$ cat config.mk
export PLATFORM = sky130hd
export DESIGN_NAME = seq_restoring_div
export DESIGN_NICKNAME = d
export VERILOG_FILES = /design/src/rtl/seq_restoring_div.sv
export SDC_FILE = /design/constraint.sdc
export NUM_CORES = 1
export LEC_CHECK = 0
export ABC_AREA = 1
export CAP_MARGIN = 20
export CORE_UTILIZATION = 58
export DETAILED_ROUTE_END_ITERATION = 12
export PLACE_DENSITY = 0.89
export SLEW_MARGIN = 0
export SYNTH_ARGS = -nofsm -noshare
export SYNTH_HDL_FRONTEND = slang
export SYNTH_SLANG_ARGS = --single-unit
$ cat constraint.sdc
create_clock -name clk -period 4.3 [get_ports clk]
set_clock_uncertainty 0.1 [all_clocks]
set_input_delay 0.86 -clock clk [delete_from_list [all_inputs] [get_ports clk]]
set_output_delay 0.86 -clock clk [all_outputs]
set_load 0.1 [all_outputs]
$ cat src/rtl/seq_restoring_div.sv
// Sequential restoring divider: one quotient bit per clock, start/done handshake, divide-by-zero flag.
// Define SEQ_DIV_SIGNED_EN for two's-complement operands (truncating division); default build is unsigned.
module seq_restoring_div #(
    parameter int WIDTH = 16
) (
    input  logic             clk,
    input  logic             rst,
    input  logic             start,
    input  logic [WIDTH-1:0] dividend,
    input  logic [WIDTH-1:0] divisor,
    output logic             busy,
    output logic             done,
    output logic [WIDTH-1:0] quotient,
    output logic [WIDTH-1:0] remainder,
    output logic             div_zero
);

    localparam int CW = $clog2(WIDTH + 1);

    typedef enum logic [1:0] {
        IDLE = 2'd0,
        RUN  = 2'd1,
        DONE = 2'd2
    } state_t;

    state_t           state_r;
    logic [CW-1:0]    cnt_r;
    logic [WIDTH-1:0] quo_r;
    logic [WIDTH-1:0] rem_r;
    logic [WIDTH-1:0] dvsr_r;

    logic [WIDTH:0]   shift_s;
    logic [WIDTH-1:0] diff_s;
    logic [WIDTH-1:0] quo_nxt_s;
    logic [WIDTH-1:0] rem_nxt_s;
    logic [WIDTH-1:0] quo_fin_s;
    logic [WIDTH-1:0] rem_fin_s;
    logic [WIDTH-1:0] a_cap_s;
    logic [WIDTH-1:0] b_cap_s;

`ifdef SEQ_DIV_SIGNED_EN
    logic neg_q_r;
    logic neg_r_r;

    function automatic logic [WIDTH-1:0] negate(input logic [WIDTH-1:0] v);
        negate = ~v + {{(WIDTH-1){1'b0}}, 1'b1};
    endfunction

    // Operand magnitudes captured at accept; MIN maps to itself, which is its correct unsigned magnitude.
    always_comb begin
        a_cap_s = dividend[WIDTH-1] ? negate(dividend) : dividend;
        b_cap_s = divisor[WIDTH-1]  ? negate(divisor)  : divisor;
    end

    // Sign fix-up of the final iteration's result, landing in the DONE cycle.
    always_comb begin
        quo_fin_s = neg_q_r ? negate(quo_nxt_s) : quo_nxt_s;
        rem_fin_s = neg_r_r ? negate(rem_nxt_s) : rem_nxt_s;
    end
`else
    // Unsigned operands pass straight through.
    always_comb begin
        a_cap_s   = dividend;
        b_cap_s   = divisor;
        quo_fin_s = quo_nxt_s;
        rem_fin_s = rem_nxt_s;
    end
`endif

    // One restoring step: shift {R,Q} left and subtract the divisor when it fits.
    always_comb begin
        shift_s = {rem_r, quo_r[WIDTH-1]};
        diff_s  = shift_s[WIDTH-1:0] - dvsr_r;
        if (shift_s >= {1'b0, dvsr_r}) begin
            rem_nxt_s = diff_s;
            quo_nxt_s = {quo_r[WIDTH-2:0], 1'b1};
        end else begin
            rem_nxt_s = shift_s[WIDTH-1:0];
            quo_nxt_s = {quo_r[WIDTH-2:0], 1'b0};
        end
    end

    // Control FSM, iteration registers and registered result outputs.
    always_ff @(posedge clk) begin
        if (rst) begin
            state_r   <= IDLE;
            cnt_r     <= {CW{1'b0}};
            quo_r     <= {WIDTH{1'b0}};
            rem_r     <= {WIDTH{1'b0}};
            dvsr_r    <= {WIDTH{1'b0}};
            busy      <= 1'b0;
            done      <= 1'b0;
            quotient  <= {WIDTH{1'b0}};
            remainder <= {WIDTH{1'b0}};
            div_zero  <= 1'b0;
`ifdef SEQ_DIV_SIGNED_EN
            neg_q_r   <= 1'b0;
            neg_r_r   <= 1'b0;
`endif
        end else begin
            case (state_r)
                IDLE: begin
                    done <= 1'b0;
                    busy <= 1'b0;
                    if (start) begin
                        if (divisor == {WIDTH{1'b0}}) begin
                            // No iterations needed; results are defined directly.
                            state_r   <= DONE;
                            done      <= 1'b1;
                            quotient  <= {WIDTH{1'b1}};
                            remainder <= dividend;
                            div_zero  <= 1'b1;
                        end else begin
                            state_r <= RUN;
                            busy    <= 1'b1;
                            cnt_r   <= CW'(WIDTH);
                            quo_r   <= a_cap_s;
                            rem_r   <= {WIDTH{1'b0}};
                            dvsr_r  <= b_cap_s;
`ifdef SEQ_DIV_SIGNED_EN
                            neg_q_r <= dividend[WIDTH-1] ^ divisor[WIDTH-1];
                            neg_r_r <= dividend[WIDTH-1];
`endif
                        end
                    end
                end
                RUN: begin
                    quo_r <= quo_nxt_s;
                    rem_r <= rem_nxt_s;
                    cnt_r <= cnt_r - CW'(1);
                    if (cnt_r == CW'(1)) begin
                        state_r   <= DONE;
                        busy      <= 1'b0;
                        done      <= 1'b1;
                        quotient  <= quo_fin_s;
                        remainder <= rem_fin_s;
                        div_zero  <= 1'b0;
                    end
                end
                DONE: begin
                    state_r <= IDLE;
                    done    <= 1'b0;
                    busy    <= 1'b0;
                end
                default: begin
                    state_r <= IDLE;
                    done    <= 1'b0;
                    busy    <= 1'b0;
                end
            endcase
        end
    end

endmodule

==> results of run 1 <==
final timing paths:
kind	start	endpoint	depth (start not counted)
max	divisor[10]	cnt_r[4]$_SDFFE_PP0P_	11
min	quotient[3]$_SDFFE_PP0P_	quotient[3]$_SDFFE_PP0P_	2
max reg2reg	state_r[0]$_SDFFE_PP0P_	remainder[8]$_SDFFE_PP0P_	11
min reg2reg	quotient[3]$_SDFFE_PP0P_	quotient[3]$_SDFFE_PP0P_	2
worst reg2reg max path: cells and delay by family, from the launching register on:
kind            cells  cell delay [ns]
simple gates        5             0.53
compound gates      1             0.33
flops               1             0.36
buf+inv             5             1.26
placed cells by master (no fill, tap or decap), drive strengths merged, types with 9 or more instances in the layout:
| cell | Yosys | routed |
|---|---|---|
| inv | 109 | 110 |
| nor2 | 69 | 69 |
| nand2 | 199 | 199 |
| nand3 | 68 | 68 |
| ha | 18 | 18 |
| clkbuf | 23 | 9 |
| dfxtp | 90 | 90 |
| a21oi | 61 | 61 |
| o21ai | 49 | 49 |
| a31oi | 16 | 16 |
| nand4 | 21 | 21 |
| clkdlybuf4s50 | 0 | 69 |
state kept, by name, summed over array words and instances (netlist names):
name       flops
remainder     16
cnt_r          5
state_r        2
busy           1
div_zero       1
quo_r         16
dvsr_r        16
quotient      16
done           1
rem_r         16
per-stage QoR:
stage          hold slack [ns]  std cells
2_1_floorplan            0.327        758
3_3_place_gp             0.349        902
3_5_place_dp             0.355        902
4_1_cts                  0.370        918
5_1_grt                  0.385        919
6_report                 0.370        919
cells by family (layout without fill, tap and decap cells):
| kind of cell | after synthesis | count (layout) | synth area share |
|---|---|---|---|
| adders and majority gates | 19 | 19 | 0.0489 |
| and+or+nand+nor | 364 | 364 | 0.325 |
| xor gates and xnor gates | 9 | 9 | 0.0157 |
| DFF | 90 | 90 | 0.359 |
| buffers and inverters | 146 | 202 | 0.116 |
| AOI/OAI and AO/OA | 130 | 130 | 0.136 |
per-layer routing:
metal | vias up | track usage
li1 | 2530 | -
met1 | 2321 | 0.401
met2 | 209 | 0.535
met3 | 21 | 0.0354
met4 | 0 | 0.0947
met5 | - | 0
area by class of cell:
type	count	area (um2)	share of cell area
Inverter	109	409	0.0688
Clock buffer	9	124	0.0208
Sequential cell	90	1800	0.303
Multi-Input combinational cell	522	2640	0.443
Tap cell	105	131	0.0221
Clock inverter	7	86.3	0.0145
Timing Repair Buffer	77	758	0.127
Yosys cell counts:
cell / n / area, um2
nand2_1: 197 / 739
inv_1: 107 / 402
dfxtp_1: 90 / 1800
nor2_1: 65 / 244
a21oi_1: 61 / 305
nand3_1: 56 / 280
o21ai_0: 42 / 210
clkbuf_1: 22 / 82.6
nand4_1: 21 / 131
ha_1: 18 / 225
a31oi_1: 16 / 100
nand3_2: 11 / 110
buf_2: 9 / 45.0
xor2_1: 8 / 70.1
o21ai_1: 7 / 35.0
and2_1: 3 / 18.8
buf_1: 3 / 11.3
nor2_2: 3 / 18.8
inv_2: 2 / 7.51
o211ai_1: 2 / 15.0
buf_12: 1 / 20.0
buf_4: 1 / 7.51
clkbuf_2: 1 / 5.00
fa_1: 1 / 20.0
nand2_2: 1 / 6.26
nand2_4: 1 / 11.3
nand3_4: 1 / 17.5
nor2_4: 1 / 11.3
nor3_2: 1 / 10.0
nor3_4: 1 / 16.3
o21a_1: 1 / 7.51
o21bai_1: 1 / 7.51
or2_0: 1 / 6.26
or2_2: 1 / 6.26
xnor2_1: 1 / 8.76
report_power, final:
part	switching (W)	internal, W
combinational	0.000864	0.000334
clock	0.000370	0.000232
sequential	0.0000624	0.000931
total	0.00130	0.00150
==> impl_metrics.toml, run 1 <==
[timing]
slew_violations = 0
slew-limit-headroom = 0.317
timing_hold_violations_final = 0
tightest_slew_ns = 1.02
fmax_mhz = 341
period_share = 0.683
setup_violations = 0
totalNegativeSetupSlack_ns = 0
setup_ws_ns = 1.36
period_needed_ns = 2.94
rsz0062_at_grt = "no"

[placement]
dpl_cell_area_um2 = 5720
dp_slack_ns = 1.04
dpl.hpwl_um = 9620
io_buffers = 69
gp_congestion = 0.930

[pwr]
power_w = 0.00279
ir_drop_mv = 0.277
leakagePower_nw = 2.85
power.density_nw_per_um2 = 470

[die]
dieArea_um2 = 9020
io_pins = 70
fp.dieH_um = 95.0
coreArea_um2 = 8300
die_w_um = 95.0
row_count = 33
start_util = 0.604

[route]
vias_per_cell = 5.53
wl_met1_um = 5910
wl_met3_um = 757
ant_nets = 0
maxUsedRoutingLayer = "met4"
drt_iter0_markers = 468
met2_length_um = 6510
wl_per_cell_um = 14.6
drc = 0
vias = 5081
routed_wl_um = 13400
dr.pass1.iters = 5

[critical_path]
rrSetupSlack_ns = 1.64
crit_top_cell = "nand2_1"
cp-end-kind = "flip-flop"
critPathSlowestCell = "inv_1"
crit_type = "in -> reg"
cp_top_family = "buffers and inverters"
cp_max_fo = 33
cp_num_buf_inv = 3
critPathMaxStageDelay_ns = 0.67
crit_required_ns = 4.44
worst_ep_arrival_time_ns = 3.08
start_kind = "primary input"
critical_path.cell_chain = "clkdlybuf4s50_1 > nor2_1 > nand2_1 > nor2_1 > nand3_1 > nand2_1 > buf_4 > inv_1 > nand2_1 > o21bai_1 > a31oi_1"

[synthesis]
yosysWarnings = 0
synth-seq-cells = 90
synth_seq_area_share = 0.359
synth_area_um2 = 5010
yosysUniqueCellTypes = 35
syn_nets = 812
synth_cells = 758
avgSynthCellArea_um2 = 6.62

[cells_and_area]
areaGrowthSynthToFinish_pct = 18.6
stdcell_area_um2 = 5950
post-route-util = 0.717
nets = 863
nFillCells = 674
antenna_cells = 0
drive_gt1_frac = 0.0577

[run]
cap_violations = 0

[cts]
cts_tree = "done"
cts_root_buf = "clkbuf_8"
cts_sinks = 90
cts.path.max_buffers = 2
cts_resized = 0
ctsHtreeMaxLevel = 3
numCtsBuffers = 9
clk_latency_ns = 0.38
hold_buffers = 0
cts_setup_buffers = 0
path_clk_slew_ns = 0.10

[grt]
grt_pass1_wl_um = 21700
grt_max_degree = 54
globalRouteOverflowTotal = 0
grt_usage = 0.309
antenna_found_initial = 0
grt_pass1_vias = 4630

[min_path]
hold_path_class = "reg -> reg"

[status]
status = "finished, final reports clean"
Note: power is estimated with default switching activity, not from simulation.
==> run 2: changes to the inputs <==
Settings changed: CORE_UTILIZATION 58 to 55, PLACE_DENSITY 0.89 to 0.85.
Clock period 4.3 ns to 3 ns, I/O delays scaled along.
==> run 2 against run 1 <==
- die area increased by 5.3%
- clock power rose by 44%
- global-route usage fell by 3.0 points
- utilization shrank 5.0 points
- final area is 1.7% lower
- via count decreased by 1.9%
- sequential cell count is the same
- setup slack worse by 0.78 ns
- sequential power up 43%
- highest routed layer unchanged
==> impl_metrics.toml, run 2 (synthesis gave the netlist of run 1 again) <==
[placement]
dpl.hpwl_um = 9410
io_buffers = 69
dp_slack_ns = 0.270
gp_congestion = 0.903

[critical_path]
critPathMaxStageDelay_ns = 0.35
worst-path-stages = 12
cp_top_family = "simple AND/OR/NAND/NOR gates"
crit_required_ns = 3.21
cp_num_buf_inv = 2
critical_path.cell_chain = "inv_1 > ha_1 > nand2_1 > nor2_2 > nand3_1 > nand3_2 > nand3_4 > nand2_4 > nand3_1 > nand3_1 > nand2_1 > inv_1"
crit_type = "reg -> reg"
start_kind = "flip-flop"
crit_top_cell = "nand3_1"
critPathSlowestCell = "ha_1"
worst_ep_arrival_time_ns = 2.63
reg2regPathDepth = 12
cp_max_fo = 18
cp-end-kind = "flip-flop"

[pwr]
power.density_nw_per_um2 = 680
swShare = 0.445
p_sw_w = 0.00177
clock_power_share = 0.217
combPwrFrac = 0.424
leakagePower_nw = 2.90
seqPwrFrac = 0.358
power.internal_w = 0.00221
ir_drop_mv = 0.436
power_w = 0.00397

[route]
dr.pass1.iters = 5
ant_nets = 0
vias = 4985
drt_iter0_markers = 327
drc = 0
routed_wl_um = 12800
wl_per_cell_um = 13.9
vias_per_cell = 5.41

[timing]
whs_ns = 0.358
slew-limit-headroom = 0.465
fmax_mhz = 414
totalNegativeSetupSlack_ns = 0
setup_ws_ns = 0.584
slew_violations = 0
period_share = 0.805
timing_hold_violations_final = 0
tightest_slew_ns = 0.802
period_needed_ns = 2.42
rsz0062_at_grt = "no"
setup_violations = 0

[cts]
clk_latency_ns = 0.37
cts_setup_buffers = 0
cts.path.max_buffers = 2
cts_sinks = 90
cts_resized = 0
path_clk_slew_ns = 0.09
ctsHtreeMaxLevel = 3
hold_buffers = 0
cts_root_buf = "clkbuf_8"
numCtsBuffers = 9
cts_tree = "done"

[cells_and_area]
antenna_cells = 0
final_cell_mix = "nand2_1, inv_1, dfxtp_1"
layout_commonest_cell = "nand2_1"
nets = 863
areaGrowthSynthToFinish_pct = 16.6
drive_gt1_frac = 0.0996
nFillCells = 839

[die]
start_util = 0.572
die_w_um = 97.5
io_pins = 70
row_count = 34
coreArea_um2 = 8760
dieArea_um2 = 9500
fp.dieH_um = 97.5

[run]
cap_violations = 0

[grt]
antenna_found_initial = 0
grt_max_degree = 51
grt_usage = 0.279
globalRouteOverflowTotal = 0
grt_pass1_vias = 4779
grt_pass1_wl_um = 21700

[min_path]
hold_path_class = "reg -> reg"
holdPathStages = 2

[status]
status = "finished, final reports clean"
run 2: cell count changes in the layout (fill, tap and decap cells not counted), sizes merged:
| cell | before | now |
|---|---|---|
| buf | 8 | 43 |
| clkdlybuf4s50 | 69 | 34 |
| clkinv | 6 | 0 |
| clkinvlp | 0 | 2 |
| bufinv | 0 | 1 |
| clkbuf | 9 | 10 |
| inv | 110 | 111 |
run 2: metrics by stage:
| step | area [um2] | instances | util |
|---|---|---|---|
| finish | 5850 | 921 | 0.667 |
| global route | 5850 | 921 | 0.667 |
| CTS | 5850 | 921 | 0.667 |
| detailed placement | 5650 | 906 | 0.644 |
| global placement | 5650 | 906 | 0.644 |
| floorplan | 5010 | 758 | - |
run 2: cell type report:
type	instances	area [um2]	share of cell area
multi-input combinational	522	2640	0.451
inverter	109	409	0.0700
sequential	90	1800	0.308
clock buffer	10	138	0.0235
timing repair buffer	77	663	0.113
tap	108	135	0.0231
clock inverter	5	62.6	0.0107
run 2: power by group through the flow:
stage                     clock [W]  combinational [W]  sequential, W
after floorplan                   0           0.000919        0.00184
after global placement            0            0.00164        0.00144
after detailed placement          0            0.00167        0.00145
after CTS                  0.000875            0.00168        0.00142
after global routing       0.000925            0.00184        0.00144
final                      0.000864            0.00168        0.00142
run 2: routing by layer:
| layer | vias to the layer above | track usage | routed length (um) |
|---|---|---|---|
| met5 | - | 0 | 0 |
| met4 | 0 | 0.0984 | 259 |
| met3 | 24 | 0.0367 | 602 |
| met2 | 142 | 0.486 | 6270 |
| met1 | 2287 | 0.352 | 5710 |
| li1 | 2532 | - | - |
run 2: path summary, 6_finish.rpt:
check / startpoint / to / slack [ns]
max: dvsr_r[8]$_SDFFE_PP0P_ / rem_r[2]$_SDFFE_PP0P_ / 0.58
min: dvsr_r[0]$_SDFFE_PP0P_ / dvsr_r[0]$_SDFFE_PP0P_ / 0.36
min reg2reg: dvsr_r[0]$_SDFFE_PP0P_ / dvsr_r[0]$_SDFFE_PP0P_ / 0.36
max reg2reg: dvsr_r[8]$_SDFFE_PP0P_ / rem_r[2]$_SDFFE_PP0P_ / 0.58
run 2: worst min-delay path: stages (launching register included):
cell and delay, ns:
dfxtp_1 0.32, inv_1 0.05, a21oi_1 0.05
==> run 3: changes to the inputs <==
Settings changed: CORE_UTILIZATION 55 to 50, PLACE_DENSITY 0.85 to 0.82.
Clock period 3 ns to 2.1 ns, I/O delays scaled along.
==> run 3 against run 2 <==
- sequential power increased by 45%
- via count increased by 8.2%
- die area increased by 9.8%
- clock-buffer cell count increased by 1
- final cell count increased by 8.9%
- maximum frequency increased by 16%
- total power increased by 63%
==> impl_metrics.toml, run 3 (synthesis gave the netlist of run 1 again) <==
[critical_path]
reg2regPathDepth = 14
rr_endpoint = "remainder[6]$_SDFFE_PP0P_"
worst_ep_arrival_time_ns = 2.26
critPathMaxStageDelay_ns = 0.35
rrSetupSlack_ns = 0.02
cp-end-kind = "flip-flop"
cp_top_family = "simple AND/OR/NAND/NOR gates"
cp_max_fo = 6
critPathSlowestCell = "dfxtp_2"
critical_path.cell_chain = "inv_4 > ha_4 > buf_6 > nand2_4 > nor2_4 > nand2_2 > nor3_4 > nor2_4 > buf_12 > buf_6 > nand4_1 > nand3_1 > nand2_1 > inv_1"
cp_num_buf_inv = 5
worstReg2RegStart = "dvsr_r[7]$_SDFFE_PP0P_"
crit_type = "reg -> reg"
crit_required_ns = 2.28
start_kind = "flip-flop"

[timing]
slew_violations = 0
tightest_slew_ns = 0.407
period_needed_ns = 2.08
whs_ns = 0.355
period_share = 0.990
timing_hold_violations_final = 0
fmax_mhz = 481
slew-limit-headroom = 0.729
setup_ws_ns = 0.0219
rsz0062_at_grt = "yes"
setup_violations = 0

[die]
start_util = 0.515
die_w_um = 102
dieArea_um2 = 10400
io_pins = 70
row_count = 36
coreArea_um2 = 9730
fp.dieH_um = 102

[cts]
path_clk_slew_ns = 0.10
cts_root_buf = "clkbuf_8"
ctsHtreeMaxLevel = 3
cts_tree = "done"
hold_buffers = 0
cts_sinks = 90
numCtsBuffers = 9
cts.path.max_buffers = 2
clk_latency_ns = 0.37

[placement]
dpl.hpwl_um = 10200
gp_congestion = 0.955
dp_slack_ns = -0.245
io_buffers = 69

[cells_and_area]
nets = 919
final_cell_mix = "nand2_1, inv_1, buf_4"
layout_commonest_cell = "nand2_1"
antenna_cells = 0
nFillCells = 786
drive_gt1_frac = 0.245
areaGrowthSynthToFinish_pct = 35.9

[pwr]
leakagePower_nw = 3.27
ir_drop_mv = 0.526
clock_power_share = 0.206
p_sw_w = 0.00283
swShare = 0.438
power.internal_w = 0.00363
combPwrFrac = 0.476
power.density_nw_per_um2 = 948
seqPwrFrac = 0.319

[grt]
met1_usage = 0.350
grt_pass1_vias = 5018
grt_pass1_wl_um = 22700
antenna_found_initial = 0
gr-max-usage-layer = "met2"
globalRouteOverflowTotal = 0
grtUsageMet3 = 0.0451
grt_use_met2 = 0.480
grt_max_degree = 51
grt_usage = 0.280

[route]
vias = 5392
drt_iter0_markers = 363
drc = 0
dr.pass1.iters = 5
ant_nets = 0
routed_wl_um = 15000
wl_per_cell_um = 14.9
vias_per_cell = 5.38

[min_path]
holdPathStages = 2
worstHoldEndpoint = "dvsr_r[0]$_SDFFE_PP0P_"
min_from = "dvsr_r[0]$_SDFFE_PP0P_"
hold_path_class = "reg -> reg"

[status]
status = "finished, final reports clean"

[run]
cap_violations = 0
run 3: cell count changes in the layout (fill, tap and decap cells not counted), sizes merged:
cell,change
clkbuf,+2
buf,+54
nand2,+1
clkinv,+1
clkinvlp,-2
inv,+1
run 3: how the worst max path moves through the flow:
stage                     cells past startpoint                         end                     from  slack [ns]
after CTS                                    12  remainder[13]$_SDFFE_PP0P_  dvsr_r[10]$_SDFFE_PP0P_       0.006
after global routing                         13       rem_r[6]$_SDFFE_PP0P_   dvsr_r[4]$_SDFFE_PP0P_       -0.07
after global placement                       12   remainder[3]$_SDFFE_PP0P_              divisor[10]       -0.17
after detailed placement                     12   remainder[3]$_SDFFE_PP0P_              divisor[10]       -0.25
final                                        14   remainder[6]$_SDFFE_PP0P_   dvsr_r[7]$_SDFFE_PP0P_        0.02
after floorplan                              15       rem_r[8]$_SDFFE_PP0P_  dvsr_r[12]$_SDFFE_PP0P_        0.22
run 3: final cells by class:
cell class                      instances  area [um2]  area share
Clock buffer                           11         151      0.0222
Clock inverter                          5        67.6     0.00992
Inverter                              109         412      0.0604
Multi-Input combinational cell        523        2980       0.438
Sequential cell                        90        1830       0.268
Tap cell                              133         166      0.0244
Timing Repair Buffer                  132        1210       0.177
run 3: what timing repair did:
action | in CTS | in global routing
pin swaps | 1 | 39
buffers inserted | 0 | 10
setup endpoints to repair | 23 | 37
gates cloned | 0 | 3
resized for setup | 6 | 91
run 3: power groups by stage:
stage | clock network, W | logic (W) | registers (W)
after CTS | 0.00134 | 0.00264 | 0.00203
after floorplan | 0 | 0.00131 | 0.00263
after global placement | 0 | 0.00255 | 0.00206
after global routing | 0.00140 | 0.00330 | 0.00208
final | 0.00133 | 0.00307 | 0.00206
after detailed placement | 0 | 0.00259 | 0.00207
run 3: per-stage QoR:
step	utilization	setup TNS (ns)	cells	cell area, um2	total power [W]
2_1_floorplan	-	0	758	5010	0.00394
3_3_place_gp	0.624	-6.69	974	6080	0.00461
3_5_place_dp	0.624	-11.40	974	6080	0.00466
4_1_cts	0.651	0	990	6330	0.00601
5_1_grt	0.700	-0.979	1003	6810	0.00678
6_report	0.700	0	1003	6810	0.00646
run 3: worst reg2reg max path, delay by kind of cell (launching register included):
| kind | cells | cell delay (ns) |
|---|---|---|
| and+or+nand+nor | 8 | 0.82 |
| buffers and inverters | 5 | 0.45 |
| DFF | 1 | 0.35 |
| adders and majority gates | 1 | 0.28 |
run 3: layer usage:
metal | vias to the layer above | share of wire
met5 | - | 0
met4 | 0 | 0.021
met3 | 29 | 0.051
met2 | 190 | 0.50
met1 | 2525 | 0.43
li1 | 2648 | -
